## src/rtl/joust2_audio_pkg.sv

```systemverilog
// Shared types and helpers for the joust2 stereo audio mixer: sample widths,
// input normalisation, gain weighting and 16-bit saturation.
package joust2_audio_pkg;

  localparam int unsigned MIX_W  = 21;
  localparam int unsigned DC_W   = 24;
  localparam int unsigned TERM_W = 19;

  typedef logic signed [MIX_W-1:0]  mix_t;
  typedef logic signed [DC_W-1:0]   dc_t;
  typedef logic signed [TERM_W-1:0] term_t;
  typedef logic signed [15:0]       pcm_t;

  typedef struct packed {
    logic [15:0] val;
    logic        clip;
  } sat_t;

  localparam dc_t PCM_MAX = 24'sd32767;
  localparam dc_t PCM_MIN = -24'sd32768;

  function automatic pcm_t norm_dac(input logic [7:0] d);
    return {~d[7], d[6:0], 8'h00};
  endfunction

  function automatic pcm_t norm_speech(input logic [15:0] s);
    return {~s[15], s[14:0]};
  endfunction

  function automatic term_t gain_term(input pcm_t n, input logic [2:0] g);
    term_t ext;
    term_t gs;
    ext = n;
    gs  = term_t'({16'b0, g});
    return ext * gs;
  endfunction

  function automatic sat_t sat16(input dc_t y);
    sat_t r;
    if (y > PCM_MAX) begin
      r.val  = 16'h7FFF;
      r.clip = 1'b1;
    end else if (y < PCM_MIN) begin
      r.val  = 16'h8000;
      r.clip = 1'b1;
    end else begin
      r.val  = y[15:0];
      r.clip = 1'b0;
    end
    return r;
  endfunction

endpackage

```

## src/rtl/joust2_audio_chan.sv

```systemverilog
// One mixer channel: adds its FM term to the shared DAC/speech mix, box-car
// averages over the window, applies the DC blocker and saturates to 16 bits.
module joust2_audio_chan
  import joust2_audio_pkg::*;
#(
  parameter int unsigned LOG2_DIV = 8,
  parameter int unsigned GAIN_FM  = 1,
  parameter int unsigned DC_K     = 10
) (
  input  logic        clk_sys,
  input  logic        reset_n,
  input  logic        win_done,
  input  logic        dc_load,
  input  logic        dc_en,
  input  mix_t        shared_mix,
  input  logic [15:0] fm,
  output logic [15:0] sat_val,
  output logic        sat_clip
);

  localparam int unsigned ACC_W = MIX_W + LOG2_DIV;
  typedef logic signed [ACC_W-1:0] acc_t;

  mix_t mix;
  mix_t avg;
  mix_t avg_next;
  acc_t acc;
  acc_t acc_sum;
  dc_t  avg_ext;
  dc_t  x_prev;
  dc_t  y_prev;
  dc_t  y;
  sat_t sat;

  always_comb begin
    mix      = shared_mix + mix_t'(gain_term(pcm_t'(fm), 3'(GAIN_FM)));
    acc_sum  = acc + acc_t'(mix);
    avg_next = mix_t'(acc_sum >>> LOG2_DIV);
    avg_ext  = dc_t'(avg);
    if (dc_en)
      y = avg_ext - x_prev + y_prev - (y_prev >>> DC_K);
    else
      y = avg_ext;
    sat      = sat16(y);
    sat_val  = sat.val;
    sat_clip = sat.clip;
  end

  always_ff @(posedge clk_sys or negedge reset_n) begin
    if (!reset_n) begin
      acc    <= '0;
      avg    <= '0;
      x_prev <= '0;
      y_prev <= '0;
    end else begin
      if (win_done) begin
        acc <= '0;
        avg <= avg_next;
      end else begin
        acc <= acc_sum;
      end
      // history keeps tracking in bypass so enabling dc_en later starts clean
      if (dc_load) begin
        x_prev <= avg_ext;
        y_prev <= y;
      end
    end
  end

endmodule

```

## src/rtl/joust2_audio_mixer.sv

```systemverilog
// Decimating, gain-weighted stereo mixer feeding the emu audio pins with
// signed 16-bit PCM at clk_sys / 2^LOG2_DIV.
module joust2_audio_mixer
  import joust2_audio_pkg::*;
#(
  parameter int unsigned LOG2_DIV    = 8,
  parameter int unsigned GAIN_DAC    = 2,
  parameter int unsigned GAIN_SPEECH = 1,
  parameter int unsigned GAIN_FM     = 1,
  parameter int unsigned DC_K        = 10
) (
  input  logic               clk_sys,
  input  logic               reset_n,
  input  logic [7:0]         audio_1,
  input  logic [7:0]         audio_2,
  input  logic [15:0]        speech,
  input  logic [15:0]        ym2151_left,
  input  logic [15:0]        ym2151_right,
  input  logic               mute,
  input  logic               dc_en,
  output logic signed [15:0] audio_l,
  output logic signed [15:0] audio_r,
  output logic               sample_stb,
  output logic               clip
);

  logic [LOG2_DIV-1:0] cnt;
  logic                win_done;
  logic                win_d1;
  mix_t                shared_mix;
  logic [15:0]         sat_l;
  logic [15:0]         sat_r;
  logic                clip_l;
  logic                clip_r;

  always_comb begin
    shared_mix = mix_t'(gain_term(norm_dac(audio_1), 3'(GAIN_DAC)))
               + mix_t'(gain_term(norm_dac(audio_2), 3'(GAIN_DAC)))
               + mix_t'(gain_term(norm_speech(speech), 3'(GAIN_SPEECH)));
    win_done   = (cnt == '1);
  end

  always_ff @(posedge clk_sys or negedge reset_n) begin
    if (!reset_n) begin
      cnt        <= '0;
      win_d1     <= 1'b0;
      sample_stb <= 1'b0;
      clip       <= 1'b0;
      audio_l    <= '0;
      audio_r    <= '0;
    end else begin
      cnt        <= cnt + LOG2_DIV'(1);
      win_d1     <= win_done;
      sample_stb <= win_d1;
      clip       <= win_d1 & (clip_l | clip_r);
      if (win_d1) begin
        audio_l <= mute ? '0 : sat_l;
        audio_r <= mute ? '0 : sat_r;
      end
    end
  end

  joust2_audio_chan #(
    .LOG2_DIV (LOG2_DIV),
    .GAIN_FM  (GAIN_FM),
    .DC_K     (DC_K)
  ) u_chan_l (
    .clk_sys    (clk_sys),
    .reset_n    (reset_n),
    .win_done   (win_done),
    .dc_load    (win_d1),
    .dc_en      (dc_en),
    .shared_mix (shared_mix),
    .fm         (ym2151_left),
    .sat_val    (sat_l),
    .sat_clip   (clip_l)
  );

  joust2_audio_chan #(
    .LOG2_DIV (LOG2_DIV),
    .GAIN_FM  (GAIN_FM),
    .DC_K     (DC_K)
  ) u_chan_r (
    .clk_sys    (clk_sys),
    .reset_n    (reset_n),
    .win_done   (win_done),
    .dc_load    (win_d1),
    .dc_en      (dc_en),
    .shared_mix (shared_mix),
    .fm         (ym2151_right),
    .sat_val    (sat_r),
    .sat_clip   (clip_r)
  );

endmodule

```

## config.mk

```make
export PLATFORM = sky130hd
export DESIGN_NAME = joust2_audio_mixer
export DESIGN_NICKNAME = d
export VERILOG_FILES = /design/src/rtl/joust2_audio_pkg.sv /design/src/rtl/joust2_audio_chan.sv /design/src/rtl/joust2_audio_mixer.sv
export SDC_FILE = /design/constraint.sdc
export NUM_CORES = 1
export LEC_CHECK = 0
export ABC_AREA = 1
export CORE_ASPECT_RATIO = 1.5
export CORE_UTILIZATION = 62
export CTS_CLUSTER_DIAMETER = 40
export CTS_CLUSTER_SIZE = 25
export DETAILED_ROUTE_END_ITERATION = 8
export PLACE_DENSITY = 0.82
export SYNTH_ARGS = -nofsm -noshare
export SYNTH_HDL_FRONTEND = slang
export SYNTH_SLANG_ARGS = --single-unit
```

## constraint.sdc

```tcl
create_clock -name clk_sys -period 5.19 [get_ports clk_sys]
set_input_delay 1.038 -clock clk_sys [delete_from_list [all_inputs] [get_ports clk_sys]]
set_output_delay 1.038 -clock clk_sys [all_outputs]
set_load 0.01 [all_outputs]
```

# ---- After elaboration in Yosys (flattened, before gate mapping)
# Cells that the tools add are included.
# W data, S select, Z words.
dict set report op_classes {
  add_sub_neg 13
  magnitude_cmp 4
  eq_ne 1
  muxes 10
  bitwise_logic 5
}
# operator n
set ops {}
lappend ops {{$mux W17} 4}
lappend ops {{$add A29 B20 Y29} 2}
lappend ops {{$mux W29} 2}
lappend ops {{$add A22 B24 Y24} 2}
lappend ops {{$gt A24 B16 Y1 const B} 2}
lappend ops {{$lt A24 B16 Y1 const B} 2}
lappend ops {{$mux W24} 2}
lappend ops {{$sub A24 B14 Y24} 2}
lappend ops {{$sub A21 B21 Y22} 2}
lappend ops {{$add A19 B16 Y20} 2}
lappend ops {{$mux W16} 2}
lappend ops {{$add A18 B16 Y19} 1}
lappend ops {{$add A17 B17 Y18} 1}
lappend ops {{$add A8 B1 Y8 const B} 1}
lappend ops {{$eq A8 B8 Y1 const B} 1}
lappend ops {{$not A1 Y1} 3}
lappend ops {{$and A1 B1 Y1} 1}
lappend ops {{$or A1 B1 Y1} 1}
dict set report totals {
  regBits 233
  inputBits 68
  out_inout_bits 34
}

# ---- Longest topological paths before layout
dict set report depth {
  ltp_word 9
  ltp_mapped 28
  depth_no_buf 27
}

# ---- Hierarchy
# A second synthesis with hierarchy kept.
dict set report unflattened {
  cells_unflattened 2758
  hier_area_um2 20265.7
}
# module n_inst cells_each area_per_inst_um2 seq_area_each_um2
set by_module_without_submodules {}
lappend by_module_without_submodules {{joust2_audio_chan (u_chan_l)} 1 1246 9009.9 2377.3}
lappend by_module_without_submodules {{joust2_audio_chan (u_chan_r)} 1 1251 8956.1 2377.3}
lappend by_module_without_submodules {joust2_audio_mixer 1 261 2299.7 1076.0}

# ---- Worst setup path before layout
# OpenSTA, ideal clock, no wires.
dict set report synth_path {
  kind {input to register}
  start {in audio_1[1]}
  end {reg u_chan_l.avg[19]}
  setup_ns 0.134
  arrival_ns 5.775
  slack_ns -0.719
  path_stages 20
  path_cell_list {fa_1 -> ha_1 -> fa_1 -> nand3_1 -> nand2_1 -> a21oi_1 -> o21ai_0 -> nand2_1 -> a22oi_1 -> fa_1 -> inv_1 -> ha_1 -> a21oi_1 -> inv_1 -> nor2_1 -> a21boi_0 -> o21ai_0 -> a21oi_1 -> xor2_1 -> o21ai_0}
}
dict set report synth_between {
  elab_chain_cells 4
}
# item line_no
set synth_lines {}
lappend synth_lines {{start, declared} joust2_audio_mixer.sv:14} ;# input logic [7:0] audio_1,
lappend synth_lines {{$add A17 B17 Y18} joust2_audio_mixer.sv:38} ;# + mix_t'(gain_term(norm_dac(audio_2), 3'(GAIN_DAC)))
lappend synth_lines {{$add A18 B16 Y19} joust2_audio_mixer.sv:39} ;# + mix_t'(gain_term(norm_speech(speech), 3'(GAIN_SPEECH)));
lappend synth_lines {{$add A19 B16 Y20} joust2_audio_chan.sv:36} ;# mix = shared_mix + mix_t'(gain_term(pcm_t'(fm), 3'(GAIN_FM)));
lappend synth_lines {{$add A29 B20 Y29} joust2_audio_chan.sv:37} ;# acc_sum = acc + acc_t'(mix);
lappend synth_lines {{end signal, assigned} joust2_audio_chan.sv:58} ;# avg <= avg_next;
lappend synth_lines {{end, declared} joust2_audio_chan.sv:25} ;# mix_t avg;
# Every way passes these cells.
# A chain may end at the register's enable or synchronous reset.

# ---- Worst setup path after layout
dict set report layout_path {
  start {in audio_1[3]}
  end {reg u_chan_r.acc[20]}
}
dict set report layout_between {
  elab_chain_cells 5
}
# item line_no
set layout_lines {}
lappend layout_lines {{$add A17 B17 Y18} joust2_audio_mixer.sv:38}
lappend layout_lines {{$add A18 B16 Y19} joust2_audio_mixer.sv:39}
lappend layout_lines {{$add A19 B16 Y20} joust2_audio_chan.sv:36}
lappend layout_lines {{$add A29 B20 Y29} joust2_audio_chan.sv:37}
lappend layout_lines {{$mux W29} joust2_audio_chan.sv:56} ;# if (win_done) begin
lappend layout_lines {{end signal, assigned} joust2_audio_chan.sv:60} ;# acc <= acc_sum;
lappend layout_lines {{end, declared} joust2_audio_chan.sv:27} ;# acc_t acc;
# Every way passes these cells.

==> run metrics <==
final setup vio count 0; sequential area share after synthesis 30.4%; crit path cell chain clkdlybuf4s50_1 -> fa_1 -> ha_1 -> a21oi_1 -> nand2_1 -> a21oi_1 -> o21bai_1 -> xor2_1 -> buf_4 -> fa_1 -> inv_1 -> ha_1 -> nand2_1 -> inv_1 -> nand3_1 -> o21ai_0 -> a21oi_1 -> or2_2 -> nand2_1 -> nor2_1; Area growth, synth to finish 16.8%; Clk pin slew, worst setup/hold paths around 70 ps; via total after detailed routing between 15,000 and 20,000; synth warn 0; RSZ-0062 raised after global routing yes; Buffers on Ports 101; crit path buf inv count 4; die area 31,700 sq um; Max Root-Sink Buffers 3; die height 218 um; GRT Total Usage between 30% and 40%; Cells after Synth 2,478; CORE AREA 30,400 sq um; CP Max Fanout 5; cell count along the critical path 20; synthesized area a little under 20,000 sq um; Final ANT Viol Nets 0; Post-CTS Setup Inserts 0; Largest stage delay, worst path 500 ps; pin count of the biggest net entering global routing approximately 120; Rows 78; Vias/cell between 5 and 6; HPWL after detailed placement around 43,000 um; Residual DRC 0; WP data arrival ~5400 ps; global-route wire length before repair 87,700 um; Routed WL per cell 17.5 um; Min-Delay Path Class input port to async pin; sw power 0.00546 W; initial antenna violation count 3; vias in the first global route approximately 18,000; Max Slew Vio Count 0; drt first pass iters 5; TritonCTS buffer count 30; Worst path top cell family by delay adder cells; RR Startpoint u_chan_l.y_prev[23]; grt total ovfl 0; startpoint types input port; Syn Area/Cell slightly below 8 sq um; worst reg-to-reg path cell count 20; max-cap violations 0; clock power share 18.3%; maximum vdd drop 0.000736 V; status complete, no violations; fraction of layout cells with a size suffix above 1 8.06%; gpl congestion 0.984; Comb power frac a little over three fifths; clock skew ~27 ps; clk_lat worst skew ~600 ps; Initial Util 63.3%; TritonCTS clock tree done; commonest cells after routing, fill and taps aside nand2_1 (690), inv_1 (465), dfrtp_1 (232); Net Sw Frac 45.5%; commonest non-fill, non-tap cell in the layout nand2_1; initial DRC count around 950; chip width 146 um; Internal 0.00655 W; final core utilization 73.9%; IO Count 102; final hold vios 0; power density cells 535 nW/um^2; Crit-path slowest cell fa_1; Worst-Margin Slew 1210 ps; H-Tree Depth 1; Worst Setup End Kind register; final wirelength between 50,000 and 60,000 um; fmax between 0.2 and 0.25 GHz; Final Worst Setup Slack 254 ps; leakage power around 12 nW; Req. time, crit path 5670 ps; CP Class input port to register; Period Utilization, post-route 95.1%; Max-slew headroom 19.1%; count of state elements after synthesis 233; setup TNS 0 ps; fillers 2,343; fin crit period approximately 4900 ps; CP startpoint audio_1[3]; CTS Sinks 233; Unique masters post-synth 47; Post-Place Setup Slack -406 ps; register share of total power 18.5%; Root Buffer clkbuf_16; final net count 2,999; Mapped Nets 2,820
cells in the mapped netlist (all sizes together):
cell type | count | area, sq um
o221ai | 2 | 17.5
o22ai | 2 | 12.5
inv | 471 | 1770
fa | 159 | 3180
xor2 | 33 | 289
a21o | 8 | 60.1
nand3b | 8 | 72.6
or2 | 3 | 18.8
a211oi | 3 | 22.5
o21bai | 6 | 56.3
nand2 | 704 | 2680
buf | 17 | 103
o221a | 1 | 11.3
a31o | 1 | 8.76
clkbuf | 38 | 143
a21boi | 6 | 45.0
a21oi | 114 | 578
o211ai | 1 | 7.51
xnor2 | 53 | 464
nor2 | 155 | 602
dfrtp | 233 | 5830
nor3 | 15 | 80.1
nand2b | 1 | 6.26
nand4 | 17 | 106
o31ai | 2 | 15.0
nor4 | 4 | 25.0
clkinv | 2 | 7.51
o2111ai | 1 | 8.76
and2 | 2 | 12.5
o21a | 4 | 30.0
ha | 115 | 1440
o21ai | 199 | 996
a31oi | 5 | 31.3
a22oi | 1 | 7.51
nand3 | 92 | 475
layer usage:
metal | routed length [um] | vias to the layer above | track usage, %
li1 | - | 8002 | -
met1 | 19800 | 8011 | 38.5
met2 | 28700 | 504 | 67.5
met3 | 2130 | 168 | 3.26
met4 | 3200 | 0 | 19.9
met5 | 0 | - | 0
worst reg2reg max path, stage by stage, from the launching register on:
cell	delay [ps]
dfrtp_1	600
buf_4	250
fa_1	440
fa_1	520
inv_1	40
ha_1	360
a21oi_1	270
o21ai_0	210
a21oi_1	210
nand2_1	70
nand2_1	50
nand3_1	140
nand2_1	190
nand3_1	120
nor2_1	110
nand2_1	80
nand2_2	290
nand2_1	110
nand2_1	90
nand2_1	60
nand2_1	100
power groups by stage:
| stage | clock, W | combinational, W | sequential (W) |
|---|---|---|---|
| 4_1_cts | 0.00222 | 0.00748 | 0.00223 |
| 3_3_place_gp | 0 | 0.00718 | 0.00225 |
| 5_1_grt | 0.00229 | 0.00844 | 0.00224 |
| 2_1_floorplan | 0 | 0.00453 | 0.00224 |
| 6_report | 0.00220 | 0.00758 | 0.00223 |
| 3_5_place_dp | 0 | 0.00740 | 0.00226 |
metrics by stage:
stage | instances | total power [W] | area, sq um | hold slack, ps
2_1_floorplan | 2478 | 0.00677 | 19300 | 379
3_3_place_gp | 3025 | 0.00944 | 21300 | 435
3_5_place_dp | 3025 | 0.00966 | 21300 | 465
4_1_cts | 3081 | 0.0119 | 22400 | 484
5_1_grt | 3084 | 0.0130 | 22400 | 507
6_report | 3084 | 0.0120 | 22400 | 482
path summary, 6_finish.rpt:
| path | to | slack, ps |
|---|---|---|
| worst max-delay path | u_chan_r.acc[20] | 250 |
| worst min-delay path | u_chan_l.y_prev[4] | 480 |
| worst max register to register | audio_l[3] | 810 |
| worst min register to register | audio_r[5] | 490 |
| max in group asynchronous | cnt[4] | 3500 |
| min in group clk_sys | audio_r[5] | 490 |
layout make-up:
cell class                 count  area [sq um]  share of cell area (%)
sequential                   233          5830                    26.0
antenna                        3          7.51                  0.0335
multi-input combinational   1717         11500                    51.1
tap                          400           500                    2.23
clock buffer                  33           803                    3.58
timing repair buffer         202          1790                    7.96
clock inverter                23           274                    1.22
inverter                     473          1780                    7.92
registers in the layout (all words and copies together), names as in the netlist:
register / flops
u_chan_r.y_prev: 24
u_chan_r.acc: 29
audio_l: 16
u_chan_r.x_prev: 21
u_chan_l.y_prev: 24
cnt: 8
u_chan_l.acc: 29
u_chan_l.x_prev: 21
clip: 1
u_chan_l.avg: 21
win_d1: 1
sample_stb: 1
audio_r: 16
u_chan_r.avg: 21
kinds of logic after synthesis:
kind of cell / Yosys count / synth area share [%]
simple gates: 1001 / 21.2
buf+inv: 528 / 10.5
compound gates: 356 / 9.93
fa+ha+maj: 274 / 24.1
flops: 233 / 30.4
xor+xnor: 86 / 3.92
timing repair:
action	in CTS	in global routing
hold buffers	0	0
resized for setup	0	8
endpoints found under the setup margin	0	18
Note: power is estimated with default switching activity, not from simulation.
